$ cat config.mk
export PLATFORM = sky130hd
export DESIGN_NAME = snake_score_counter
export DESIGN_NICKNAME = d
export VERILOG_FILES = /design/src/rtl/snake_score_counter.sv
export SDC_FILE = /design/constraint.sdc
export NUM_CORES = 1
export LEC_CHECK = 0
export CORE_UTILIZATION = 60
export CTS_CLUSTER_DIAMETER = 50
export DETAILED_ROUTE_END_ITERATION = 8
export PLACE_DENSITY_LB_ADDON = 0.05
export SKIP_CTS_REPAIR_TIMING = 1
export SLEW_MARGIN = 5
export SYNTH_ARGS = -nofsm -noshare
export SYNTH_HDL_FRONTEND = slang
export SYNTH_SLANG_ARGS = --single-unit
$ cat constraint.sdc
create_clock -name CLK -period 2.9 [get_ports CLK]
set_input_delay 0.725 -clock CLK [delete_from_list [all_inputs] [get_ports CLK]]
set_output_delay 0.725 -clock CLK [all_outputs]
set_load 0.02 [all_outputs]
$ cat src/rtl/snake_score_counter.sv
// snake_score_counter
//
// Counts target-collected events while the master state machine is in PLAY,
// raises SCORE_REACHED once the two-digit BCD score equals WIN_SCORE, and
// multiplexes the score onto a four-digit common-anode 7-segment display.
//
// Ports:
//   CLK            in   system clock
//   RESET          in   synchronous, active-high reset
//   MSM_STATE      in   master state: 00 IDLE, 01 PLAY, 10 WIN, 11 treated as IDLE
//   TARGET_REACHED in   level, high while the snake head sits on the target
//   SCORE_REACHED  out  registered, high once score equals WIN_SCORE
//   SEG_SELECT_OUT out  digit anodes, active-low one-hot, bit 0 = rightmost digit
//   HEX_OUT        out  segments, active-low, bit 7 = DP (always off), bits 6:0 = g..a
//
// Parameters:
//   WIN_SCORE      score that ends the game (1..99)
//   REFRESH_DIV    CLK cycles each digit stays selected

module snake_score_counter #(
    parameter int unsigned WIN_SCORE   = 10,
    parameter int unsigned REFRESH_DIV = 100000
) (
    input  logic       CLK,
    input  logic       RESET,
    input  logic [1:0] MSM_STATE,
    input  logic       TARGET_REACHED,
    output logic       SCORE_REACHED,
    output logic [3:0] SEG_SELECT_OUT,
    output logic [7:0] HEX_OUT
);

    // ------------------------------------------------------------------------
    // Local constants
    // ------------------------------------------------------------------------
    localparam int unsigned CNT_W = (REFRESH_DIV > 1) ? $clog2(REFRESH_DIV) : 1;
    localparam logic [CNT_W-1:0] CNT_MAX = CNT_W'(REFRESH_DIV - 1);

    // Win threshold split into BCD digits so the compare stays digit-wise.
    localparam logic [3:0] WIN_TENS  = 4'(WIN_SCORE / 10);
    localparam logic [3:0] WIN_UNITS = 4'(WIN_SCORE % 10);

    // Any code outside 0..9 encodes as a blank digit.
    localparam logic [3:0] DIGIT_BLANK = 4'hF;

    localparam logic [7:0] HEX_RESET  = 8'hC0;
    localparam logic [3:0] SEL_RESET  = 4'b1110;

    typedef enum logic [1:0] {
        StIdle = 2'b00,
        StPlay = 2'b01,
        StWin  = 2'b10,
        StRsvd = 2'b11
    } msm_state_e;

    // ------------------------------------------------------------------------
    // Segment encoder (active-low, DP off)
    // ------------------------------------------------------------------------
    function automatic logic [7:0] seg_encode(input logic [3:0] digit);
        logic [7:0] seg;
        case (digit)
            4'd0:    seg = 8'hC0;
            4'd1:    seg = 8'hF9;
            4'd2:    seg = 8'hA4;
            4'd3:    seg = 8'hB0;
            4'd4:    seg = 8'h99;
            4'd5:    seg = 8'h92;
            4'd6:    seg = 8'h82;
            4'd7:    seg = 8'hF8;
            4'd8:    seg = 8'h80;
            4'd9:    seg = 8'h90;
            default: seg = 8'hFF;
        endcase
        return seg;
    endfunction

    // ------------------------------------------------------------------------
    // State
    // ------------------------------------------------------------------------
    logic             prev_target_q;
    logic [3:0]       score_units_q, score_units_d;
    logic [3:0]       score_tens_q,  score_tens_d;
    logic             score_reached_q, score_reached_d;
    logic [CNT_W-1:0] refresh_cnt_q, refresh_cnt_d;
    logic [1:0]       digit_idx_q,   digit_idx_d;
    logic [3:0]       seg_select_q,  seg_select_d;
    logic [7:0]       hex_q,         hex_d;

    msm_state_e msm_state;
    logic       inc;

    assign msm_state = msm_state_e'(MSM_STATE);

    // A held-high TARGET_REACHED only counts on its first sampled cycle.
    assign inc = TARGET_REACHED & ~prev_target_q;

    // ------------------------------------------------------------------------
    // Score next-state
    // ------------------------------------------------------------------------
    always_comb begin
        logic [3:0] units_nx;
        logic [3:0] tens_nx;

        units_nx        = score_units_q;
        tens_nx         = score_tens_q;
        score_reached_d = score_reached_q;

        case (msm_state)
            StPlay: begin
                // Once the win score is reached the score is frozen.
                if (inc && !score_reached_q) begin
                    if (score_units_q == 4'd9) begin
                        units_nx = 4'd0;
                        tens_nx  = score_tens_q + 4'd1;
                    end else begin
                        units_nx = score_units_q + 4'd1;
                    end
                    // Registered alongside the score so both change on one edge.
                    score_reached_d = (units_nx == WIN_UNITS) && (tens_nx == WIN_TENS);
                end
            end
            StWin: begin
                // Hold score and win flag; increments are ignored.
            end
            default: begin
                // IDLE and the unused encoding both clear; a coincident
                // increment is dropped.
                units_nx        = 4'd0;
                tens_nx         = 4'd0;
                score_reached_d = 1'b0;
            end
        endcase

        score_units_d = units_nx;
        score_tens_d  = tens_nx;
    end

    // ------------------------------------------------------------------------
    // Display refresh: one digit per REFRESH_DIV cycles
    // ------------------------------------------------------------------------
    always_comb begin
        refresh_cnt_d = refresh_cnt_q;
        digit_idx_d   = digit_idx_q;
        if (refresh_cnt_q == CNT_MAX) begin
            refresh_cnt_d = '0;
            digit_idx_d   = digit_idx_q + 2'd1;
        end else begin
            refresh_cnt_d = refresh_cnt_q + CNT_W'(1);
        end
    end

    // ------------------------------------------------------------------------
    // Digit mux and encode, registered one cycle behind digit_idx/score
    // ------------------------------------------------------------------------
    always_comb begin
        logic [3:0] digit_sel;

        digit_sel = DIGIT_BLANK;
        case (digit_idx_q)
            2'd0:    digit_sel = score_units_q;
            // Leading zero on the tens digit is suppressed.
            2'd1:    digit_sel = (score_tens_q == 4'd0) ? DIGIT_BLANK : score_tens_q;
            default: digit_sel = DIGIT_BLANK;
        endcase

        seg_select_d = ~(4'b0001 << digit_idx_q);
        hex_d        = seg_encode(digit_sel);
    end

    // ------------------------------------------------------------------------
    // Registers
    // ------------------------------------------------------------------------
    always_ff @(posedge CLK) begin
        if (RESET) begin
            prev_target_q   <= 1'b0;
            score_units_q   <= 4'd0;
            score_tens_q    <= 4'd0;
            score_reached_q <= 1'b0;
            refresh_cnt_q   <= '0;
            digit_idx_q     <= 2'd0;
            seg_select_q    <= SEL_RESET;
            hex_q           <= HEX_RESET;
        end else begin
            prev_target_q   <= TARGET_REACHED;
            score_units_q   <= score_units_d;
            score_tens_q    <= score_tens_d;
            score_reached_q <= score_reached_d;
            refresh_cnt_q   <= refresh_cnt_d;
            digit_idx_q     <= digit_idx_d;
            seg_select_q    <= seg_select_d;
            hex_q           <= hex_d;
        end
    end

    // ------------------------------------------------------------------------
    // Outputs
    // ------------------------------------------------------------------------
    assign SCORE_REACHED  = score_reached_q;
    assign SEG_SELECT_OUT = seg_select_q;
    assign HEX_OUT        = hex_q;

endmodule

==> flow_summary.json, run 1 <==
{
  "status": "finished, final reports clean",
  "synth_fa_ha_area_frac": 0.0631,
  "synth-compound-area-share": 0.103,
  "antenna_found_initial": 0,
  "p_seq_frac": 0.625,
  "crit_path_max_fanout": 6,
  "fmax_mhz": 456,
  "clock-sinks": 40,
  "synthXorXnorAreaFrac": 0.0839,
  "critical_path.endpoint_type": "register",
  "powerDensity_mw_per_mm2": 407,
  "cp.arrival_ns": 2.48,
  "combPwrFrac": 0.048,
  "port_buffers": 16,
  "worstSkewPairLatency_ns": 0.35,
  "period_share": 0.757,
  "synth-simple-area-share": 0.282,
  "fin_util": 0.710,
  "nNetsFinal": 261,
  "grt_pass1_wl_mm": 5.82,
  "yosysSeqAreaShare": 0.404,
  "final_antenna_net_count": 0,
  "fillers": 273,
  "synth_top_cell_by_area": "dfxtp_1",
  "wl_per_cell_microns": 11.7,
  "min_period_ns": 2.19,
  "hold_depth": 1,
  "synth_cells": 232,
  "num_io_pins": 18,
  "hold_class": "reg2reg",
  "max_slew_margin": 0.620,
  "drc": 0,
  "ys_ff_latch": 40,
  "htree_levels": 2,
  "grt_max_degree": 18,
  "yosysMostFrequentCell": "dfxtp_1",
  "dp_hpwl_mm": 2.46,
  "die_w_microns": 59.5,
  "synth_top_family_by_area": "simple AND/OR/NAND/NOR gates",
  "crit_required_ns": 3.18,
  "die_h_microns": 59.5,
  "cp-start-kind": "register",
  "synth.top_cell.area_share": 0.404,
  "place_inst": 283,
  "initial_utilization": 0.639,
  "tightest_slew_ns": 0.570,
  "cap_violations": 0,
  "synth_warnings": 0,
  "synth_mux_area_frac": 0.0101,
  "num_rows": 20,
  "dieArea_sq_mm": 0.00354,
  "vias": 1593,
  "async_flop_share": 0,
  "synthesis.area_sq_mm": 0.00198,
  "totalWireLength_mm": 3.40,
  "layout-drive-gt1-share": 0.0405,
  "p_clk_frac": 0.327,
  "num_antenna_cells": 0,
  "synthTopCellsByCount": "40 x dfxtp_1, 34 x nor2_1, 16 x nand2_1",
  "synthTopCellsByArea": "dfxtp_1 40%, nor2_1 6.4%, ha_1 6.3%",
  "root_buffer": "clkbuf_4",
  "p_sw_mw": 0.204,
  "hold_viol": 0,
  "grt_use_total": 0.218,
  "p_leak_nw": 0.797,
  "clk_pin_slew_ns": 0.11,
  "cts_buffer_depth": 2,
  "core_area_sq_mm": 0.00310,
  "cts_tree": "built",
  "synth-edff-count": 0,
  "swShare": 0.228,
  "gp_congestion": 0.816,
  "drt_iter0_markers": 92,
  "synth_ff_type": "dfxtp_1",
  "syn_nets": 247,
  "syn_avg_cell_area_sq_um": 8.55,
  "synth_cell_types": 45,
  "numCtsBuffers": 5,
  "ir_worst_vdd_mv": 0.273,
  "crit_type": "reg2reg",
  "fin_tns_setup_ns": 0,
  "ff2ff_path_depth": 9,
  "slew_violations": 0,
  "finClkSkew_ns": 0.0101,
  "grt_pass1_vias": 1405,
  "area_growth_pct": 11.1,
  "fin_cells": 291,
  "dr.pass1.iters": 7,
  "grt_overflow": 0,
  "rsz0062_at_grt": "false",
  "finalSetupViolCount": 0,
  "internal_power_mw": 0.692,
  "via_per_inst": 5.47
}
[critical path, stage by stage, from the launching register on]
cell	delay, ns
dfxtp_1	0.46
inv_1	0.09
ha_1	0.21
nor3b_1	0.15
o21ai_0	0.23
and3_1	0.28
ha_1	0.17
inv_1	0.04
or3_1	0.36
a21oi_1	0.14
[per-layer routing]
layer / vias to the layer above / share of wire / track usage
met2: 38 / 0.46 / 0.369
met5: - / 0 / 0
met1: 730 / 0.48 / 0.261
met3: 8 / 0.037 / 0.0459
met4: 0 / 0.023 / 0.110
li1: 817 / - / -
[state kept, by name, summed over array words and instances, names as in the netlist]
name,flops
SEG_SELECT_OUT,4
digit_idx_q,2
refresh_cnt_q,17
prev_target_q,1
score_tens_q,4
SCORE_REACHED,1
HEX_OUT,7
score_units_q,4
[layout by cell type, fill, tap and decap left out, types with 2 or more instances in the layout]
cell type / synthesis / final
and3_1: 4 / 4
clkbuf_4: 0 / 5
nor3b_1: 3 / 3
dfxtp_1: 40 / 40
nand2_1: 16 / 16
nand4_1: 4 / 4
nand3_1: 14 / 14
nand2b_1: 8 / 8
and2_1: 2 / 2
o21ai_0: 11 / 11
mux2i_1: 2 / 2
clkdlybuf4s50_1: 0 / 16
or2_1: 2 / 2
xor2_1: 11 / 11
a31oi_1: 2 / 2
xnor2_1: 8 / 8
inv_1: 10 / 10
a22oi_1: 2 / 2
nor2b_1: 4 / 4
and4_1: 2 / 2
a211oi_1: 2 / 2
ha_1: 10 / 10
nor4_1: 2 / 2
nor3_1: 3 / 3
a21oi_1: 9 / 9
nor2_1: 34 / 34
[path summary, 6_finish.rpt]
check                                                  start                          end  slack (ns)
worst max-delay path            score_tens_q[0]$_SDFFE_PP0P_        HEX_OUT[2]$_SDFF_PP0_        0.71
worst min-delay path             refresh_cnt_q[0]$_SDFF_PP0_  refresh_cnt_q[0]$_SDFF_PP0_        0.49
worst max register to register  score_tens_q[0]$_SDFFE_PP0P_        HEX_OUT[2]$_SDFF_PP0_        0.71
worst min register to register   refresh_cnt_q[0]$_SDFF_PP0_  refresh_cnt_q[0]$_SDFF_PP0_        0.49
[kinds of logic (layout without fill, tap and decap cells)]
| logic type | count (synthesis) | count (layout) |
|---|---|---|
| AO/OA/AOI/OAI | 34 | 34 |
| XOR/XNOR | 19 | 19 |
| adder cells (fa/ha/maj) | 10 | 10 |
| buffers and inverters | 20 | 35 |
| flip-flops | 40 | 40 |
| multiplexers | 2 | 2 |
| other | 1 | 1 |
| AND/OR/NAND/NOR | 106 | 106 |
[power by group through the flow]
stage | combinational, mW | sequential [mW] | clock, mW
2_1_floorplan | 0.0331 | 0.572 | 0
3_3_place_gp | 0.0412 | 0.572 | 0
3_5_place_dp | 0.0428 | 0.572 | 0
4_1_cts | 0.0430 | 0.560 | 0.303
5_1_grt | 0.0480 | 0.561 | 0.320
6_report | 0.0428 | 0.560 | 0.293
[through the flow]
step | area, sq um | hold slack (ns) | setup WS [ns] | power [mW]
3_3_place_gp | 2140 | 0.439 | 0.655 | 0.613
4_1_cts | 2200 | 0.496 | 0.687 | 0.906
6_report | 2200 | 0.486 | 0.705 | 0.896
3_5_place_dp | 2140 | 0.469 | 0.597 | 0.615
2_1_floorplan | 1980 | 0.426 | 0.965 | 0.605
5_1_grt | 2200 | 0.514 | 0.501 | 0.929
[cell type report]
class | instances | area, sq um | area share
clock buffers | 7 | 55.1 | 0.0250
flip-flops and latches | 40 | 801 | 0.363
clock inverters | 1 | 7.51 | 0.00341
well taps | 44 | 55.1 | 0.0250
repair buffers | 17 | 168 | 0.0761
inverters | 10 | 37.5 | 0.0170
multi-input cells | 172 | 1080 | 0.490
No activity file was read; power rests on OpenSTA's default activity.
==> run 2, diff against run 1 <==
--- a/config.mk
+++ b/config.mk
@@ -5,7 +5,7 @@
 export SDC_FILE = /design/constraint.sdc
 export NUM_CORES = 1
 export LEC_CHECK = 0
-export CORE_UTILIZATION = 60
+export CORE_UTILIZATION = 56
 export CTS_CLUSTER_DIAMETER = 50
 export DETAILED_ROUTE_END_ITERATION = 8
 export PLACE_DENSITY_LB_ADDON = 0.05
==> constraint.sdc (replaced) <==
create_clock -name CLK -period 2.15 [get_ports CLK]
set_input_delay 0.5375 -clock CLK [delete_from_list [all_inputs] [get_ports CLK]]
set_output_delay 0.5375 -clock CLK [all_outputs]
set_load 0.02 [all_outputs]
==> flow_summary.json, run 2 (synthesis gave the netlist of run 1 again) <==
{
  "grt_max_degree": 18,
  "area_growth_pct": 14.8,
  "p_leak_nw": 0.840,
  "nNetsFinal": 265,
  "powerDensity_mw_per_mm2": 616,
  "largest_register": "refresh_cnt_q",
  "layout-drive-gt1-share": 0.0680,
  "min_period_ns": 1.98,
  "initial_utilization": 0.590,
  "p_clk_frac": 0.418,
  "num_rows": 21,
  "ir_worst_vdd_mv": 0.488,
  "final_cell_mix": "39 x dfxtp_1, 34 x nor2_1, 16 x nand2_1, 16 x clkdlybuf4s50_1, 14 x nand3_1",
  "rsz0062_at_grt": "false",
  "grt_use_total": 0.216,
  "layout_commonest_cell": "dfxtp_1",
  "fmax_mhz": 504,
  "num_antenna_cells": 0,
  "clock-sinks": 40,
  "numCtsBuffers": 5,
  "status": "finished, final reports clean",
  "crit_required_ns": 2.41,
  "totalWireLength_mm": 3.69,
  "vias": 1593,
  "largest_reg_flops": 17,
  "p_seq_frac": 0.538,
  "critical_path.endpoint_type": "register",
  "finClkSkew_ns": 0.0107,
  "tightest_slew_ns": 0.529,
  "period_share": 0.922,
  "hold_viol": 0,
  "grt_pass1_wl_mm": 5.95,
  "cts_buffer_depth": 2,
  "internal_power_mw": 1.13,
  "root_buffer": "clkbuf_4",
  "finalSetupViolCount": 0,
  "worstHoldStart": "refresh_cnt_q[0]$_SDFF_PP0_",
  "cp.arrival_ns": 2.24,
  "cap_violations": 0,
  "via_per_inst": 5.38,
  "dr.pass1.iters": 4,
  "final_antenna_net_count": 0,
  "grt_overflow": 0,
  "fin_util": 0.677,
  "antenna_found_initial": 0,
  "crit_path_max_fanout": 7,
  "max_slew_margin": 0.643,
  "crit_type": "reg2reg",
  "die_h_microns": 61.5,
  "dp_hpwl_mm": 2.64,
  "grt_pass1_vias": 1390,
  "gp_congestion": 0.826,
  "combPwrFrac": 0.045,
  "core_area_sq_mm": 0.00336,
  "cts_tree": "built",
  "port_buffers": 16,
  "drt_iter0_markers": 76,
  "htree_levels": 2,
  "worstSkewPairLatency_ns": 0.33,
  "clk_pin_slew_ns": 0.12,
  "place_area_sq_mm": 0.00217,
  "die_w_microns": 61.5,
  "drc": 0,
  "regToRegStartpoint": "digit_idx_q[1]$_SDFFE_PP0N_",
  "cp-start-kind": "register",
  "dieArea_sq_mm": 0.00378,
  "slew_violations": 0,
  "hold_class": "reg2reg",
  "startpoint": "digit_idx_q[1]$_SDFFE_PP0N_",
  "fin_area_sq_mm": 0.00228,
  "swShare": 0.193,
  "num_io_pins": 18,
  "p_sw_mw": 0.270,
  "wl_per_cell_microns": 12.5
}
run 2: final timing paths:
check	to	slack, ns	cells past startpoint
max	HEX_OUT[2]$_SDFF_PP0_	0.17	8
min	refresh_cnt_q[0]$_SDFF_PP0_	0.47	1
max reg2reg	HEX_OUT[2]$_SDFF_PP0_	0.17	8
min reg2reg	refresh_cnt_q[0]$_SDFF_PP0_	0.47	1
run 2: layout make-up:
cell class / instances / area [sq um]
fill: 314 / 1090
multi-input combinational: 172 / 1080
sequential: 40 / 802
timing repair buffer: 21 / 198
clock inverter: 2 / 60.1
tap: 46 / 57.6
clock buffer: 5 / 37.5
inverter: 10 / 37.5
run 2: metal layers:
layer,wire length (microns),share of wire,vias up,global-route usage
met3,153,0.042,9,0.0588
met4,68,0.018,0,0.0952
met5,0,0,-,0
li1,-,-,826,-
met1,1720,0.47,719,0.284
met2,1740,0.47,39,0.333
run 2: worst max-delay path, stage by stage, from the launching register on:
cell and delay (ns):
dfxtp_1 0.39, inv_1 0.08, ha_1 0.25, or2_4 0.30
nand3_1 0.15, ha_1 0.17, inv_1 0.04, or3_1 0.37
a21oi_1 0.17
run 2: power groups by stage:
stage	clock network [mW]	registers, mW	logic, mW
global route	0.632	0.755	0.0695
finish	0.585	0.754	0.0625
global placement	0	0.770	0.0594
floorplan	0	0.771	0.0447
CTS	0.604	0.754	0.0620
detailed placement	0	0.771	0.0619
run 2: through the flow:
step | setup TNS [ns] | worst slack [ns] | hold slack (ns) | std cells | total power, mW
finish | 0 | 0.167 | 0.473 | 296 | 1.40
global route | 0 | 0.00998 | 0.505 | 296 | 1.46
CTS | 0 | 0.0492 | 0.482 | 296 | 1.42
detailed placement | -0.00199 | -0.00199 | 0.454 | 289 | 0.833
global placement | 0 | 0.0974 | 0.442 | 289 | 0.830
floorplan | 0 | 0.215 | 0.426 | 232 | 0.816
